`src/rtl/gcd_arbiter_pkg.sv`:
```
// Shared types for the GCD engine arbiter: controller state encoding and default data width.
package gcd_arb_pkg;

    localparam int DATA_W_DEF = 8;

    typedef enum logic [2:0] {
        IDLE   = 3'd0,
        BYPASS = 3'd1,
        START  = 3'd2,
        WAIT   = 3'd3,
        DONE1  = 3'd4,
        RESP   = 3'd5
    } state_t;

    // The engine is only out of reset while a real computation is in flight.
    function automatic logic engine_owned(state_t s);
        return (s == START) || (s == WAIT) || (s == DONE1);
    endfunction

endpackage

```
`src/rtl/gcd_arbiter_if.sv`:
```
// Requester, response and engine-side signals of the shared GCD arbiter.
interface gcd_arbiter_if #(
    parameter int N_REQ  = 4,
    parameter int DATA_W = gcd_arb_pkg::DATA_W_DEF,
    parameter int ID_W   = $clog2(N_REQ)
);
    logic [N_REQ-1:0]        req;
    logic [N_REQ*DATA_W-1:0] opa;
    logic [N_REQ*DATA_W-1:0] opb;
    logic [N_REQ-1:0]        gnt;
    logic                    busy;
    logic                    rsp_valid;
    logic                    rsp_ready;
    logic [ID_W-1:0]         rsp_id;
    logic [DATA_W-1:0]       rsp_data;
    logic                    rsp_err;
    logic                    eng_rst;
    logic                    eng_go;
    logic [DATA_W-1:0]       eng_a;
    logic [DATA_W-1:0]       eng_b;
    logic                    eng_done;
    logic [DATA_W-1:0]       eng_out;

    modport master (
        input  req, opa, opb, rsp_ready, eng_done, eng_out,
        output gnt, busy, rsp_valid, rsp_id, rsp_data, rsp_err,
               eng_rst, eng_go, eng_a, eng_b
    );

    modport slave (
        output req, opa, opb, rsp_ready, eng_done, eng_out,
        input  gnt, busy, rsp_valid, rsp_id, rsp_data, rsp_err,
               eng_rst, eng_go, eng_a, eng_b
    );
endinterface

```
`src/rtl/gcd_arbiter_rr_arbiter.sv`:
```
// Combinational round-robin pick: first set request after the previous winner, wrapping.
module rr_arbiter #(
    parameter int N_REQ = 4,
    parameter int ID_W  = $clog2(N_REQ)
) (
    input  logic [N_REQ-1:0] req,
    input  logic [ID_W-1:0]  last,
    output logic [N_REQ-1:0] grant,
    output logic [ID_W-1:0]  index,
    output logic             any
);
    localparam logic [ID_W-1:0] LAST_IDX = ID_W'(N_REQ - 1);

    logic [ID_W-1:0] pos;

    always_comb begin
        grant = '0;
        index = '0;
        any   = 1'b0;
        pos   = last;
        for (int k = 0; k < N_REQ; k++) begin
            pos = (pos == LAST_IDX) ? '0 : pos + ID_W'(1);
            if (!any && req[pos]) begin
                any        = 1'b1;
                grant[pos] = 1'b1;
                index      = pos;
            end
        end
    end
endmodule

```
`src/rtl/gcd_arbiter.sv`:
```
// Shares one GCD engine among N_REQ requesters: round-robin grant, engine sequencing,
// zero-operand bypass, watchdog abort and a valid/ready result port.
module gcd_arbiter
    import gcd_arb_pkg::*;
#(
    parameter int N_REQ       = 4,
    parameter int DATA_W      = DATA_W_DEF,
    parameter int TIMEOUT_CYC = 1023
) (
    input  logic         clk,
    input  logic         rst,
    gcd_arbiter_if.master bus
);
    localparam int ID_W  = $clog2(N_REQ);
    localparam int CNT_W = $clog2(TIMEOUT_CYC + 1);
    localparam logic [ID_W-1:0]  LAST_INIT = ID_W'(N_REQ - 1);
    localparam logic [CNT_W-1:0] CNT_MAX   = CNT_W'(TIMEOUT_CYC);

    state_t              state_reg, state_next;
    logic [ID_W-1:0]     last_reg, last_next;
    logic [ID_W-1:0]     id_reg, id_next;
    logic [N_REQ-1:0]    gnt_reg, gnt_next;
    logic [DATA_W-1:0]   eng_a_reg, eng_a_next;
    logic [DATA_W-1:0]   eng_b_reg, eng_b_next;
    logic [CNT_W-1:0]    cnt_reg, cnt_next, cnt_inc;
    logic [DATA_W-1:0]   rsp_data_reg, rsp_data_next;
    logic                rsp_err_reg, rsp_err_next;
    logic                rsp_valid_reg, busy_reg, eng_rst_reg, eng_go_reg;

    logic [DATA_W-1:0]   opa_arr [N_REQ];
    logic [DATA_W-1:0]   opb_arr [N_REQ];
    logic [N_REQ-1:0]    rr_grant;
    logic [ID_W-1:0]     rr_index;
    logic                rr_any;

    for (genvar gi = 0; gi < N_REQ; gi++) begin : g_slice
        assign opa_arr[gi] = bus.opa[gi*DATA_W +: DATA_W];
        assign opb_arr[gi] = bus.opb[gi*DATA_W +: DATA_W];
    end

    rr_arbiter #(.N_REQ(N_REQ), .ID_W(ID_W)) u_rr (
        .req   (bus.req),
        .last  (last_reg),
        .grant (rr_grant),
        .index (rr_index),
        .any   (rr_any)
    );

    assign cnt_inc = (cnt_reg == CNT_MAX) ? cnt_reg : cnt_reg + CNT_W'(1);

    always_comb begin
        state_next    = state_reg;
        last_next     = last_reg;
        id_next       = id_reg;
        gnt_next      = '0;
        eng_a_next    = eng_a_reg;
        eng_b_next    = eng_b_reg;
        cnt_next      = cnt_reg;
        rsp_data_next = rsp_data_reg;
        rsp_err_next  = rsp_err_reg;
        case (state_reg)
            IDLE: begin
                // The gnt pulse cycle doubles as the operand capture cycle.
                if (gnt_reg != '0) begin
                    eng_a_next = opa_arr[id_reg];
                    eng_b_next = opb_arr[id_reg];
                    state_next = (opa_arr[id_reg] == '0 || opb_arr[id_reg] == '0) ? BYPASS : START;
                end else if (rr_any) begin
                    gnt_next  = rr_grant;
                    id_next   = rr_index;
                    last_next = rr_index;
                end
            end
            BYPASS: begin
                rsp_data_next = eng_a_reg | eng_b_reg;
                rsp_err_next  = 1'b0;
                state_next    = RESP;
            end
            START: begin
                cnt_next   = '0;
                state_next = WAIT;
            end
            WAIT: begin
                cnt_next = cnt_inc;
                if (bus.eng_done) begin
                    state_next = DONE1;
                end else if (cnt_inc == CNT_MAX) begin
                    rsp_data_next = '0;
                    rsp_err_next  = 1'b1;
                    state_next    = RESP;
                end
            end
            DONE1: begin
                if (bus.eng_done) begin
                    rsp_data_next = bus.eng_out;
                    rsp_err_next  = 1'b0;
                    state_next    = RESP;
                end else begin
                    state_next = WAIT;
                end
            end
            RESP: begin
                if (rsp_valid_reg && bus.rsp_ready) state_next = IDLE;
            end
            default: state_next = IDLE;
        endcase
    end

    always_ff @(posedge clk or negedge rst) begin
        if (!rst) begin
            state_reg     <= IDLE;
            last_reg      <= LAST_INIT;
            id_reg        <= '0;
            gnt_reg       <= '0;
            eng_a_reg     <= '0;
            eng_b_reg     <= '0;
            cnt_reg       <= '0;
            rsp_data_reg  <= '0;
            rsp_err_reg   <= 1'b0;
            rsp_valid_reg <= 1'b0;
            busy_reg      <= 1'b0;
            eng_rst_reg   <= 1'b1;
            eng_go_reg    <= 1'b0;
        end else begin
            state_reg     <= state_next;
            last_reg      <= last_next;
            id_reg        <= id_next;
            gnt_reg       <= gnt_next;
            eng_a_reg     <= eng_a_next;
            eng_b_reg     <= eng_b_next;
            cnt_reg       <= cnt_next;
            rsp_data_reg  <= rsp_data_next;
            rsp_err_reg   <= rsp_err_next;
            // Status outputs follow the state being entered so they line up with it.
            rsp_valid_reg <= (state_next == RESP);
            busy_reg      <= (state_next != IDLE);
            eng_rst_reg   <= !engine_owned(state_next);
            eng_go_reg    <= (state_next == START);
        end
    end

    assign bus.gnt       = gnt_reg;
    assign bus.busy      = busy_reg;
    assign bus.rsp_valid = rsp_valid_reg;
    assign bus.rsp_id    = id_reg;
    assign bus.rsp_data  = rsp_data_reg;
    assign bus.rsp_err   = rsp_err_reg;
    assign bus.eng_rst   = eng_rst_reg;
    assign bus.eng_go    = eng_go_reg;
    assign bus.eng_a     = eng_a_reg;
    assign bus.eng_b     = eng_b_reg;
endmodule
```
`src/flat_wrapper.sv`:
```
// flat-port wrapper written by rule: the top's interface ports become plain ports
module gcd_arbiter_flat import gcd_arb_pkg::*;
#(
    parameter int N_REQ       = 4,
    parameter int DATA_W      = DATA_W_DEF,
    parameter int TIMEOUT_CYC = 1023
)
  (clk, rst, bus_req, bus_opa, bus_opb, bus_rsp_ready, bus_eng_done, bus_eng_out, bus_gnt, bus_busy, bus_rsp_valid, bus_rsp_id, bus_rsp_data, bus_rsp_err, bus_eng_rst, bus_eng_go, bus_eng_a, bus_eng_b);
  gcd_arbiter_if #(.N_REQ(N_REQ), .DATA_W(DATA_W)) bus_i ();
  input  logic clk;
  input  logic rst;
  input wire logic [$bits(bus_i.req)-1:0] bus_req;
  input wire logic [$bits(bus_i.opa)-1:0] bus_opa;
  input wire logic [$bits(bus_i.opb)-1:0] bus_opb;
  input wire logic [$bits(bus_i.rsp_ready)-1:0] bus_rsp_ready;
  input wire logic [$bits(bus_i.eng_done)-1:0] bus_eng_done;
  input wire logic [$bits(bus_i.eng_out)-1:0] bus_eng_out;
  output wire logic [$bits(bus_i.gnt)-1:0] bus_gnt;
  output wire logic [$bits(bus_i.busy)-1:0] bus_busy;
  output wire logic [$bits(bus_i.rsp_valid)-1:0] bus_rsp_valid;
  output wire logic [$bits(bus_i.rsp_id)-1:0] bus_rsp_id;
  output wire logic [$bits(bus_i.rsp_data)-1:0] bus_rsp_data;
  output wire logic [$bits(bus_i.rsp_err)-1:0] bus_rsp_err;
  output wire logic [$bits(bus_i.eng_rst)-1:0] bus_eng_rst;
  output wire logic [$bits(bus_i.eng_go)-1:0] bus_eng_go;
  output wire logic [$bits(bus_i.eng_a)-1:0] bus_eng_a;
  output wire logic [$bits(bus_i.eng_b)-1:0] bus_eng_b;
  assign bus_i.req = bus_req;
  assign bus_i.opa = bus_opa;
  assign bus_i.opb = bus_opb;
  assign bus_i.rsp_ready = bus_rsp_ready;
  assign bus_i.eng_done = bus_eng_done;
  assign bus_i.eng_out = bus_eng_out;
  assign bus_gnt = bus_i.gnt;
  assign bus_busy = bus_i.busy;
  assign bus_rsp_valid = bus_i.rsp_valid;
  assign bus_rsp_id = bus_i.rsp_id;
  assign bus_rsp_data = bus_i.rsp_data;
  assign bus_rsp_err = bus_i.rsp_err;
  assign bus_eng_rst = bus_i.eng_rst;
  assign bus_eng_go = bus_i.eng_go;
  assign bus_eng_a = bus_i.eng_a;
  assign bus_eng_b = bus_i.eng_b;
  gcd_arbiter #(.N_REQ(N_REQ), .DATA_W(DATA_W), .TIMEOUT_CYC(TIMEOUT_CYC)) u_core (.clk(clk), .rst(rst), .bus(bus_i));
endmodule
```
`config.mk`:
```
export PLATFORM = sky130hd
export DESIGN_NAME = gcd_arbiter_flat
export DESIGN_NICKNAME = d
export VERILOG_FILES = /design/src/rtl/gcd_arbiter_pkg.sv /design/src/rtl/gcd_arbiter_if.sv /design/src/rtl/gcd_arbiter_rr_arbiter.sv /design/src/rtl/gcd_arbiter.sv /design/src/flat_wrapper.sv
export SDC_FILE = /design/constraint.sdc
export NUM_CORES = 1
export LEC_CHECK = 0
export BUFFER_PORTS_ARGS = -buffer_cell sky130_fd_sc_hd__buf_2
export CAP_MARGIN = 10
export CELL_PAD_IN_SITES_DETAIL_PLACEMENT = 1
export CELL_PAD_IN_SITES_GLOBAL_PLACEMENT = 1
export CORE_MARGIN = 3
export CORE_UTILIZATION = 41
export CTS_CLUSTER_DIAMETER = 120
export CTS_CLUSTER_SIZE = 12
export DETAILED_ROUTE_END_ITERATION = 10
export PLACE_DENSITY_LB_ADDON = 0.05
export SYNTH_ARGS = -nofsm -noshare
export SYNTH_HDL_FRONTEND = slang
export SYNTH_SLANG_ARGS = --single-unit
export TNS_END_PERCENT = 5
```
`constraint.sdc`:
```
create_clock -name clk -period 9.69 [get_ports clk]
set_clock_uncertainty 0.2 [all_clocks]
set_input_delay 0.969 -clock clk [delete_from_list [all_inputs] [get_ports clk]]
set_output_delay 0.969 -clock clk [all_outputs]
set_load 0.05 [all_outputs]
```
== After elaboration in Yosys (flattened, before gate mapping) ==
Cells that the tools add are included.
Storage, ports and cells
  register bits after elaboration: 50
  input bits: 80
  output and inout port bits: 35
  logic and storage cells: 134
Cells by class
  add/subtract/negate cells: 5
  magnitude comparators: 9
  equal/unequal tests: 18
  mux-type cells: 58
  bitwise gates (word level): 6
  reduce and logical (&&, ||, !) cells: 25
Operator list (count)
  $mux 8: 7
  $bmux 8 s2: 2
  $mux 4: 7
  $pmux 8 s3: 1
  $eq 10x10->1 const B: 2
  $pmux 10 s2: 1
  $mux 2: 9
  $pmux 3 s6: 1
  $logic_not 8->1: 2
  $mux 1: 15
  $mux 3: 5
  $eq 3x2->1 const B: 4
  $eq 3x3->1 const B: 4
  $lt 2x3->1 const B: 4
  $or 4x4->4: 3
  $add 10x1->10 const B: 1
  $mux 10: 1
  $add 2x1->2 const B: 4
  $bmux 1 s2: 4
  $demux 1 s2: 4
  $eq 2x2->1 const B: 4
  $ge 2x1->1 const B: 4
  $logic_and 1x1->1: 8
  $or 8x8->8: 1
  other kinds (16): 23

== Logic depth before layout (Yosys ltp) ==
Gate-level depths: netlist of the first run.
  depth in word-level cells: 17
  gate-level depth with buffers: 11
  gate-level depth less buffers: 8

== Cells and area by module ==
A second synthesis of the first run with hierarchy kept.
Second synthesis, totals
  cells, all modules: 356
  area total of the unflattened synthesis: 3553.4 um^2
By module, submodules not included
  gcd_arbiter: instances 1, cells an instance 300, area an instance 3136.8 um^2, sequential area each 1255.0 um^2
  rr_arbiter: instances 1, cells an instance 56, area an instance 416.6 um^2, sequential area each 0.0 um^2

== Worst setup path before layout of the first run ==
No wires, ideal clock.
  kind: register -> register
  start: reg u_core.last_reg[0]
  end: reg u_core.gnt_reg[3] (netlist: u_core.bus.gnt[3])
  library setup time: 82 ps
  data arrival time: 2827 ps
  required time: 9408 ps
  setup slack: 6581 ps
  cell stages (with the launch flop): 11
  path buffers: 3
  period minus slack after synthesis: 3109 ps
  cells stage by stage: dfstp_2 clkbuf_1 clkbuf_1 inv_1 ha_1 clkbuf_1 mux4_2 nor2_1 o21a_1 a22oi_1 a21oi_1
On the way
  longest elaborated chain between the ends: 17
  elaborated cells between the ends (all ways): 60
  those cells by class: add/sub (4); order compare (8); eq/ne (4); mux (31); bitwise (3); reduce/logical (10)
RTL lines
  start: declaration: RTL line gcd_arbiter.sv:20  | logic [ID_W-1:0] last_reg, last_next;
  start signal: assignment: RTL line gcd_arbiter.sv:126  | last_reg <= last_next;
  $add 2x1->2 or $eq 2x2->1 (tied branches): RTL line gcd_arbiter_rr_arbiter.sv:22  | pos = (pos == LAST_IDX) ? '0 : pos + ID_W'(1);
  $mux 2 (*): RTL line gcd_arbiter_rr_arbiter.sv:22
  $add 2x1->2 (tied with other cells): RTL line gcd_arbiter_rr_arbiter.sv:22
  $mux 2 or $mux 1 (tied branches): RTL line gcd_arbiter_rr_arbiter.sv:22, gcd_arbiter_rr_arbiter.sv:23
  $add 2x1->2 (tied with other cells): RTL line gcd_arbiter_rr_arbiter.sv:22
  $mux 2 (tied with other cells): RTL line gcd_arbiter_rr_arbiter.sv:22
  $add 2x1->2 (tied with other cells): RTL line gcd_arbiter_rr_arbiter.sv:22
  $mux 2 (tied with other cells): RTL line gcd_arbiter_rr_arbiter.sv:22
  [2 not listed]
  $mux 1 (not written as such) (tied with other cells): RTL line gcd_arbiter_rr_arbiter.sv:25  | grant[pos] = 1'b1;
  $demux 1 s2 (tied with other cells): RTL line gcd_arbiter_rr_arbiter.sv:25
  $or 4x4->4 (no line) or $logic_and 1x1->1 (tied branches)
  $mux 4 or $mux 1 (tied branches): RTL line gcd_arbiter_rr_arbiter.sv:23  | if (!any && req[pos]) begin
  $mux 4 (*): RTL line gcd_arbiter.sv:68  | end else if (rr_any) begin
  $mux 4 (*): RTL line gcd_arbiter.sv:64  | if (gnt_reg != '0) begin
  $mux 4 (*): RTL line gcd_arbiter.sv:61  | case (state_reg)
  via u_core.gnt_next[3]: RTL line gcd_arbiter.sv:22  | logic [N_REQ-1:0] gnt_reg, gnt_next;
  end signal: assignment: RTL line gcd_arbiter.sv:128  | gnt_reg <= gnt_next;
  end: declaration: RTL line gcd_arbiter.sv:22
The timed path passes the listed nets; every way through them passes the cells marked *. The select of a mux whose other input is x is not followed.
A chain may end at the register's enable or synchronous reset.

== Worst setup path after layout of the first run ==
  start: reg u_core.id_reg[0] (netlist: u_core.bus.rsp_id[0])
  end: reg u_core.busy_reg (netlist: u_core.bus.busy)
On the way
  longest elaborated chain between the ends: 10
  elaborated cells between the ends (all ways): 14
  those cells by class: mux (9); bitwise (1); reduce/logical (4)
RTL lines
  start: declaration: RTL line gcd_arbiter.sv:21  | logic [ID_W-1:0] id_reg, id_next;
  start signal: assignment: RTL line gcd_arbiter.sv:127  | id_reg <= id_next;
  $not 2->3 (not written as such) (*): RTL line gcd_arbiter.sv:67  | state_next = (opa_arr[id_reg] == '0 || opb_arr[id_reg] == '0) ? BYPASS : START;
  $bmux 8 s2: RTL line gcd_arbiter.sv:67
  $mux 8 (not written as such) (2 in series): RTL line gcd_arbiter.sv:67
  $logic_not 8->1: RTL line gcd_arbiter.sv:67
  $logic_or 1x1->1 (*): RTL line gcd_arbiter.sv:67
  $mux 2 (*): RTL line gcd_arbiter.sv:67
  $mux 3 (*): RTL line gcd_arbiter.sv:64
  $pmux 3 s6 (*): RTL line gcd_arbiter.sv:61
  via u_core.state_next[1]: RTL line gcd_arbiter.sv:19  | state_t state_reg, state_next;
  $reduce_bool 3->1 (*): RTL line gcd_arbiter.sv:136  | busy_reg <= (state_next != IDLE);
  end signal: assignment: RTL line gcd_arbiter.sv:136
  end: declaration: RTL line gcd_arbiter.sv:28  | logic rsp_valid_reg, busy_reg, eng_rst_reg, eng_go_reg;
Marked as above.

==> results summary, run 1 <==
Across all layers, the routed design uses 3086 vias. In the post-route analysis, the smallest setup slack over all paths is 6.48 ns. The most common flop cell mapped by yosys is dfrtp_1. Yosys attributes the largest share of cell area to dfrtp_1 (34%), mux4_1 (11%), mux2_2 (5.2%). Max-cap violations in this run came to 0. The post-route cell area came out at 4100 sq um.

Data on the critical path is required at its endpoint by 9.68 ns. The portion of total power attributed to the clock network is 9.3%. The number of endpoints failing setup at the final stage is 0. The number of flip-flops in the largest register is 10. The sequential standard cell area is 1250 sq um.

The mean instance size in the synthesized netlist came out at 10.3 sq um. The residual overflow from global routing came out at 0. Once the clock tree was built, the resizer swapped 0 gates to a different size. Yosys printed 0 warnings. Setup repair after global routing left no endpoint under its margin. The number of buffers added by the clock tree synthesis step came out at 5. The clock slew at the register clock pins of the worst setup and hold paths came out at 0.09 ns. The die outline area is 9520 sq um.

The element type at the critical path end is a flop. Summed over all failing endpoints, the final setup total negative slack is 0 ns. The root buffer selected by CTS is clkbuf_8. The biggest area contributor in the post-synthesis netlist is dfrtp_1. On the final layout, the worst hold slack is 0.328 ns. Buffers added to address setup during post-CTS repair amount to 0. The fraction of layout cells with a size suffix above 1 came out at 36.5%. The weighted congestion at the end of routability-driven global placement is 0.810. The core utilization of the finished layout is 51.7%. The number of hold buffers added after CTS was 0. The net switching fraction of the power is 51.9%. The die is 97.6 um wide.

The worst-margin pin slew came out at 0.886 ns. The mean routed wirelength per cell is 17.8 um. In the routed design, unresolved DRC markers number 0. The cell count after synthesis came out at 333. The initial antenna violation count is 0. The type of origin of the critical path is a flop.

The first global-routing pass estimated 15.7 mm of wire. The detailed-route vias per instance came out at 5.77. The worst max-slew margin expressed relative to the limit is 40.8%. The post-synthesis instance area came out at 3440 sq um. Wires add up to 9.54 mm. The initial DRC count is 137. The largest fanout of any net on the critical path came out at 18.

Sequential cells burn 30.5% of the power. The y dimension of the die came out at 97.6 um. The final clock period utilization by the worst path is 33.2%.

The share of async-settable or async-resettable flops after synthesis came out at 100%. In the final layout, the multi-input gates occupy 1970 sq um. The cell area power density came out at 331 nW/um^2. The count of final max-slew check failures is 0. The final number of hold-violating endpoints is 0.

The leakage power summed over all cells is 1.87 nW. The arrival time reported for the critical path endpoint is 3.20 ns. The post-placement setup slack is 6.41 ns. Internal power comes to 0.000651 W. The logic gate share of total power came out at 60.2%.

The placed instances occupy a cell area of 4010 sq um. Static timing analysis puts the maximum clock frequency at 311 MHz. The post-synth net total is 418.

The pre-antenna-repair detailed-routing pass consisted of 4 iterations. The critical path in this run is classified as flop to flop. The run finished with clean final reports.

The number of fillers in the final layout came out at 954. For this run, the post-layout net count is 517. The largest net degree at the start of global routing came out at 51. The area of the core region came out at 7930 sq um. The CTS tree is done. 115 I/O pins were placed. The clock drives 50 sinks. The all-layer global routing usage came out at 20.0%. The antenna diode instance count is 0.

Once detail routing completed, the nets flagged for antenna violations numbered 0. The synthesized flop and latch total is 50. The via count of the first global-routing pass came out at 3113.

For this configuration, the core starts out at a cell density of 43.4%. The number of rows created at floorplan is 32. The buffer levels on the longest clock path is 2. The count of buffers from port buffering is 114. The clock network latency to the later pin of the worst-skew pair came out at 0.30 ns. After synthesis, the largest area contributor takes up 34.2% of total cell area.

Compared with the post-synthesis result, the final layout area differs by 19.2%. The unique cell type count in the Yosys netlist came out at 66. The highest ir drop seen on vdd came out at 0.128 mV. The HPWL after detailed placement came out at 7.43 mm.

The deepest level of the CTS H-tree is 2. The share of the yosys chip area belonging to registers came out at 36.5%. Summed over all nets, the switching power comes to 0.000703 W.

Yosys mapped a number of flops with a built-in enable equal to 0. The path class of the tightest hold or removal check is flop to flop. The minimum clock period after layout came out at 3.21 ns.
==> cell usage after synthesis, types with 5 or more instances <==
master	count
a21oi_1	20
a22oi_1	5
dfrtp_1	47
or3_1	11
o21ai_0	14
nor2_1	15
nor2b_1	7
mux2i_1	6
mux2_2	16
nand3_1	8
inv_1	17
a31oi_1	5
o32ai_1	8
nor3_1	7
nand2b_1	5
nand2_1	29
ha_1	5
clkbuf_1	15
mux4_1	14
==> cells by family (layout without fill, tap and decap cells) <==
logic type	count (synthesis)	after routing	synth area share [%]
simple gates	100	100	15.7
compound gates	92	92	18.6
flops	50	50	36.5
buf+inv	43	143	6.26
mux	40	40	20.3
fa+ha+maj	5	5	1.82
xor+xnor	3	3	0.764
==> per-stage QoR <==
stage	power [W]	std cells
after detailed placement	0.00124	527
after CTS	0.00137	535
after floorplan	0.00105	333
final	0.00135	535
after global placement	0.00122	527
after global routing	0.00145	535
==> per-layer routing <==
layer	vias up	share of wire (%)	GRT usage, %	wire, um
li1	1467	-	-	-
met1	1531	43	26.4	4140
met2	82	51	34.4	4890
met3	6	4.5	3.16	431
met4	0	0.89	4.90	85
met5	-	0	0	0
==> critical path, cell delays in order (launching register included) <==
cell and delay (ns):
dfrtp_1 0.87, mux4_1 0.66, nor4_1 0.38, a22o_2 0.25, nor4_1 0.07, a211o_1 0.30, or3_1 0.38
==> cell usage in the layout, fill, tap and decap left out, drive strengths merged, types with 3 or more instances in the layout <==
cell type / count
a21boi: 3
a21o: 5
a21oi: 20
a22o: 4
a22oi: 5
a31oi: 5
buf: 116
clkbuf: 8
dfrtp: 47
dfstp: 3
ha: 5
inv: 17
mux2: 16
mux2i: 6
mux4: 18
nand2: 29
nand2b: 5
nand3: 8
nand4: 3
nor2: 15
nor2b: 7
nor3: 7
nor4: 7
o21a: 4
o21ai: 17
o32ai: 8
or3: 11
==> power groups by stage <==
stage	logic [W]	registers, W	clock network [W]
floorplan	0.000485	0.000566	0
global placement	0.000804	0.000416	0
detailed placement	0.000819	0.000418	0
CTS	0.000822	0.000415	0.000130
global route	0.000880	0.000432	0.000141
finish	0.000816	0.000413	0.000126
==> cell type report <==
| type | instances | share of cell area (%) |
|---|---|---|
| multi-input cells | 240 | 48.0 |
| clock buffers | 8 | 2.20 |
| inverters | 19 | 1.74 |
| well taps | 102 | 3.11 |
| flip-flops and latches | 50 | 30.6 |
| repair buffers | 116 | 14.3 |
==> final timing paths <==
check / start / endpoint / slack, ns / cells after the start
min in group asynchronous: rst / u_core.bus.rsp_data[2] / 0.55 / 2
min: u_core.bus.rsp_data[2] / u_core.bus.rsp_data[2] / 0.33 / 2
min reg2reg: u_core.bus.rsp_data[2] / u_core.bus.rsp_data[2] / 0.33 / 2
max: u_core.bus.rsp_id[0] / u_core.bus.busy / 6.48 / 6
max reg2reg: u_core.bus.rsp_id[0] / u_core.bus.busy / 6.48 / 6
max in group asynchronous: rst / u_core.bus.eng_a[0] / 8.29 / 2
Power figures use the tool's default switching activity.
==> inputs of run 2 (changes only) <==
Settings changed: CORE_UTILIZATION 41 to 39.
Clock period 9.69 ns to 3.3 ns, I/O delays scaled along.
==> results summary, run 2 (synthesis gave the netlist of run 1 again) <==
The worst hold path cell count is 2 (unchanged). Relative to the synthesized area, the layout overhead comes to 21.0%. The via count of the first global-routing pass was 3164 (+1.6%).

The weighted congestion at the end of routability-driven global placement came out at 0.831 (+2.6%). The initial cell density of the core was 41.0% (-2.4 points). The number of fillers in the final layout came to 982 (+2.9%). The post-route cell area was 4160 sq um (+1.6%).

The number of placed I/O pins came out at 115 (unchanged). The clock sink count came to 50 (unchanged). The final worst-path setup slack came to 0.440 ns (-6.03 ns). The library cell used most frequently in the layout, excluding fill and tap cells, is buf_2. The final routed wirelength across all metal layers was 9.73 mm (+2.0%).

The minimum clock period after layout is 2.86 ns (-0.355 ns). The buffer levels on the longest clock path is 2 (unchanged). The number of buffers added by the clock tree synthesis step is 5 (unchanged). The critical path goes through ha_1, o31a_1, o32a_2, or3_1, o22ai_1, o21ai_0.

The count of buffers from port buffering was 114 (unchanged). The post-placement setup slack was 0.412 ns (-6.00 ns). For hold timing, the worst endpoint is u_core.bus.eng_rst. The worst max-slew margin expressed relative to the limit is 43.9% (+3.1 points). The die outline area is 9980 sq um (+4.8%). The leakage power summed over all cells was 1.91 nW (+2.0%). The flow ran to the end, and the final reports show no timing, DRC or antenna violations. The worst setup path is launched from a flop. The final net count was 524 (+1.4%). The clock slew at the register clock pins of the worst setup and hold paths came out at 0.10 ns (about the same). The residual overflow from global routing is 0 (unchanged). The top cell types in the final layout, fill and taps aside, are buf_2 (114), dfrtp_1 (47), nand2_1 (29). The cell area power density came to 969 nW/um^2 (+190%). The detailed-route vias per instance was 5.60 (-2.9%). The number of rows created at floorplan is 33 (+3.1%).

The required time at the worst-slack endpoint was 3.27 ns (-6.41 ns). The multi-input combinational cell area came out at 1970 sq um (unchanged). Setup repair after global routing left no endpoint under its margin.

The area of the core region is 8380 sq um (+5.7%). The number of endpoints failing setup at the final stage was 0 (unchanged). The cell area after placement came to 4060 sq um (+1.2%). The clock network latency to the later pin of the worst-skew pair came to 0.31 ns (about the same). The worst-margin pin slew was 0.840 ns (-0.0460 ns). The largest incremental delay on the critical path came out at 0.48 ns (-0.39 ns).

The deepest level of the CTS H-tree came out at 2 (unchanged). The startpoint identified for the worst register-to-register timing path is u_core.cnt_reg[0]. The number of routed nets with antenna violations is 0 (unchanged). The y dimension of the die is 99.9 um (+2.4%). The endpoint identified for the worst register-to-register timing path is u_core.bus.rsp_data[1]. The largest net degree at the start of global routing is 32 (-37%).

The arrival time reported for the critical path endpoint is 2.83 ns (-0.37 ns). The count of final max-slew check failures is 0 (unchanged). The number of buffers added for setup after CTS came to 0 (unchanged). The element type at the critical path end is a flop.

The number of flip-flops in the largest register is 10 (unchanged). The floorplan die width came out at 99.9 um (+2.4%). The remaining design rule violation count came out at 0 (unchanged). The achievable clock frequency came out at 350 MHz (+12%). The largest fanout of any net on the critical path is 9 (-9). The mean routed wirelength per cell is 17.9 um (about the same).

The HPWL after detailed placement came to 7.69 mm (+3.5%). For this design, the slowest cell found on the critical path is dfrtp_1. The antenna diode instance count came out at 0 (unchanged). The all-layer global routing usage is 20.0% (+0.021 points). The highest ir drop seen on vdd is 0.366 mV (+190%). The number of max-capacitance violations reported came out at 0 (unchanged). The final clock period utilization by the worst path is 86.7% (+53 points). The via count came out at 3052 (-1.1%).

The sequential standard cell area is 1250 sq um (unchanged). The aggregate negative setup slack came out at 0 ns (unchanged). The final number of hold-violating endpoints is 0 (unchanged).

The minimum setup slack among reg-to-reg paths came to 0.44 ns (-6.03 ns). The wire length of the first global-routing pass came out at 16.1 mm (+2.4%). The fraction of layout cells with a size suffix above 1 is 37.5% (+1.0 points). The CTS tree is done. The worst hold path begins at bus_eng_done. The initial antenna violation count is 0 (unchanged). The cell sitting at the root of the clock tree is a clkbuf_8. In this run the worst hold path is classified as primary input to flop. The first-pass detailed-route iteration total came out at 4 (unchanged). The initial DRC count was 77 (-44%). The critical path class is flop to flop.

The cell depth of the worst flop-to-flop path is 6 (unchanged).
-- run 2: layout make-up --
type,count,area share [%]
tap,105,3.16
inverter,19,1.71
clock inverter,1,0.210
sequential,50,30.2
timing repair buffer,123,15.4
multi-input combinational,240,47.3
clock buffer,7,2.07
-- run 2: power breakdown --
part	internal [W]	switching, W
combinational	0.000909	0.00160
clock	0.000174	0.000206
sequential	0.000862	0.000283
total	0.00194	0.00209
-- run 2: metal layers --
layer,wire length (um),vias to the layer above,part of all wire [%],global-route usage (%)
li1,-,1482,-,-
met1,4370,1479,45,26.6
met2,4730,86,49,34.1
met4,74,0,0.76,3.78
met5,0,-,0,0
met3,559,5,5.7,4.17
-- run 2: metrics by stage --
stage / hold slack, ns / total power [W] / cells / utilization (%)
3_3_place_gp: 0.207 / 0.00362 / 536 / 48.4
4_1_cts: 0.119 / 0.00407 / 545 / 49.6
3_5_place_dp: 0.217 / 0.00367 / 536 / 48.4
5_1_grt: 0.146 / 0.00433 / 545 / 49.6
2_1_floorplan: -0.166 / 0.00309 / 333 / -
6_report: 0.127 / 0.00403 / 545 / 49.6
-- run 2: worst max-delay path by stage --
stage               cells after the start                 start                endpoint  slack (ns)
floorplan                              10    u_core.last_reg[0]       u_core.bus.gnt[3]        0.19
global placement                        7  u_core.bus.rsp_id[0]         u_core.bus.busy        0.50
detailed placement                      6     u_core.cnt_reg[0]  u_core.bus.rsp_data[1]        0.41
CTS                                     6     u_core.cnt_reg[0]  u_core.bus.rsp_data[1]        0.40
global route                            6     u_core.cnt_reg[0]  u_core.bus.rsp_data[6]        0.28
finish                                  6     u_core.cnt_reg[0]  u_core.bus.rsp_data[1]        0.44
-- run 2: repair_timing --
item	in CTS	in global routing
gates resized for setup	0	0
hold buffers	1	0
hold endpoints to repair	29	0
-- run 2: worst max-delay path, delay by kind of cell (launching register included) --
family,cells,cell delay (ns)
and+or+nand+nor,1,0.35
AOI/OAI and AO/OA,4,1.33
DFF,1,0.48
adders and majority gates,1,0.36
==> inputs of run 3 (changes only) <==
Settings changed: CELL_PAD_IN_SITES_DETAIL_PLACEMENT 1 to 0.
Clock period 3.3 ns to 3.2 ns, I/O delays scaled along.
==> results summary, run 3 (synthesis gave the netlist of run 1 again) <==
The HPWL after detailed placement is 7.07 mm (-8.0%). The largest net degree at the start of global routing came out at 33 (+3.1%). The buffer levels on the longest clock path came out at 2 (unchanged). The clock network latency to the later pin of the worst-skew pair came out at 0.31 ns (about the same).

The final routed wirelength across all metal layers came out at 9.25 mm (-4.9%). The worst max-slew margin expressed relative to the limit was 44.8% (+0.85 points). The arrival time reported for the critical path endpoint is 2.83 ns (about the same).

The residual overflow from global routing was 0 (unchanged). The y dimension of the die is 99.9 um (unchanged). The number of max-capacitance violations reported is 0 (unchanged).

The fraction of layout cells with a size suffix above 1 came to 37.6% (+0.14 points). The via count came out at 3085 (+1.1%). The antenna diode instance count is 0 (unchanged). The highest ir drop seen on vdd is 0.516 mV (+41%). The total power after layout came to 0.00421 W (+4.4%). The number of placed I/O pins came out at 115 (unchanged). The critical path is of the flop to flop type.

The start point of the critical path is u_core.cnt_reg[0]. The number of rows created at floorplan came to 33 (unchanged). The number of routed nets with antenna violations came out at 0 (unchanged).

The weighted congestion at the end of routability-driven global placement is 0.824 (-0.81%). The required time at the worst-slack endpoint is 3.18 ns (-0.09 ns). The number of buffers added for setup after CTS came to 0 (unchanged).

Leaving out fill and tap cells, the most frequent cells in the layout are buf_2 (114), dfrtp_1 (47), nand2_1 (29). The wire length of the first global-routing pass is 15.3 mm (-4.7%). The largest fanout of any net on the critical path came out at 9 (unchanged). The number of buffers added by the clock tree synthesis step was 5 (unchanged). The flow ran to the end, and the final reports show no timing, DRC or antenna violations. The tree is rooted in a clkbuf_8. The number of fillers in the final layout came to 814 (-17%). The clock sink count is 50 (unchanged).

The clock slew at the register clock pins of the worst setup and hold paths is 0.10 ns (about the same). The source of the worst register-to-register timing path is u_core.cnt_reg[0]. The post-cts repair resize count came out at 0 (unchanged). The die outline area came to 9980 sq um (unchanged). The remaining design rule violation count is 0 (unchanged). Leaving out fill and tap cells, the most frequent cell in the layout is buf_2. The count of buffers from port buffering is 114 (unchanged). Setup repair after global routing left no endpoint under its margin.

The mean routed wirelength per cell came out at 16.9 um (-5.1%). The number of endpoints failing setup at the final stage came out at 0 (unchanged). The cell area power density is 1010 nW/um^2 (+3.8%).

The count of final max-slew check failures was 0 (unchanged). The first-pass detailed-route iteration total came out at 4 (unchanged). STA classifies the critical path endpoint as a flop. STA classifies the critical path startpoint as a flop. The worst-margin pin slew came to 0.827 ns (-0.0127 ns). The initial DRC count came out at 169 (+120%).

The worst hold path begins at bus_eng_done. The detailed-route vias per instance is 5.65 (+0.90%). The achievable clock frequency was 351 MHz (+0.30%). The final net count is 525 (+0.19%).

The initial antenna violation count is 0 (unchanged). The leakage power summed over all cells is 1.92 nW (+0.38%). The final number of hold-violating endpoints is 0 (unchanged). The path category of the worst min-delay check is primary input to flop. The number of flip-flops in the largest register is 10 (unchanged).

The final clock period utilization by the worst path came out at 89.1% (+2.4 points). The via count of the first global-routing pass is 3019 (-4.6%). Compared with the post-synthesis result, the final layout area differs by 21.7%. The initial cell density of the core is 41.0% (unchanged).

TritonCTS built the clock tree. The minimum clock period after layout came out at 2.85 ns (-0.00846 ns). The floorplan die width came out at 99.9 um (unchanged). The deepest level of the CTS H-tree was 2 (unchanged). The all-layer global routing usage came to 19.0% (-1.0 points). The area of the core region came out at 8380 sq um (unchanged). The aggregate negative setup slack came to 0 ns (unchanged).
run 3: cell count changes in the layout (fill, tap and decap cells not counted), sizes merged:
cell,previous run,this run
inv,18,17
bufinv,0,1
clkinvlp,0,1
clkbuf,7,6
buf,122,123
run 3: power breakdown:
part / switching (W) / internal [W] / leakage [nW]
Sequential: 0.000284 / 0.000888 / 0.620
Clock: 0.000222 / 0.000234 / 0.0514
Combinational: 0.00164 / 0.000944 / 1.25
run 3: layer usage:
metal	vias to the layer above	wire (um)	share of wire (%)	global-route usage, %
met5	-	0	0	0
met4	0	112	1.2	4.31
met3	11	610	6.6	4.17
met2	110	4320	47	30.1
met1	1482	4210	46	26.7
li1	1482	-	-	-
run 3: timing repair:
item	CTS	global route
hold endpoints to repair	29	0
hold buffers	1	0
endpoints found under the setup margin	0	0
run 3: final timing paths:
path                       slack (ns)                endpoint  depth (start not counted)
setup reg to reg                 0.35  u_core.bus.rsp_data[4]                          6
hold / removal                    0.1      u_core.bus.eng_rst                          2
min in group asynchronous        0.40  u_core.bus.rsp_data[2]                          2
setup / recovery                 0.35  u_core.bus.rsp_data[4]                          6
max in group asynchronous        1.62      u_core.bus.eng_rst                          3
hold reg to reg                  0.33  u_core.bus.rsp_data[7]                          2
run 3: cell type report:
| type | instances | area, sq um | area share, % |
|---|---|---|---|
| multi-input cells | 240 | 1970 | 47.0 |
| flip-flops and latches | 50 | 1250 | 30.0 |
| repair buffers | 124 | 648 | 15.5 |
| well taps | 105 | 131 | 3.14 |
| clock buffers | 6 | 72.6 | 1.73 |
| inverters | 19 | 71.3 | 1.70 |
| clock inverters | 2 | 37.5 | 0.897 |
run 3: critical path, stage by stage, from the launching register on:
cell and delay, ns:
dfrtp_1 0.49, ha_1 0.36, o31a_1 0.33, o32a_2 0.42, or3_1 0.35, o22ai_1 0.43, o21ai_0 0.15
run 3: stage by stage:
stage	hold slack (ns)	utilization (%)	setup WS [ns]	instance area [sq um]	std cells
global placement	0.210	48.5	0.411	4060	537
CTS	0.0789	49.9	0.327	4180	546
detailed placement	0.220	48.5	0.321	4060	537
floorplan	-0.176	-	0.0911	3440	333
global route	0.107	49.9	0.0500	4180	546
finish	0.0982	49.9	0.349	4180	546
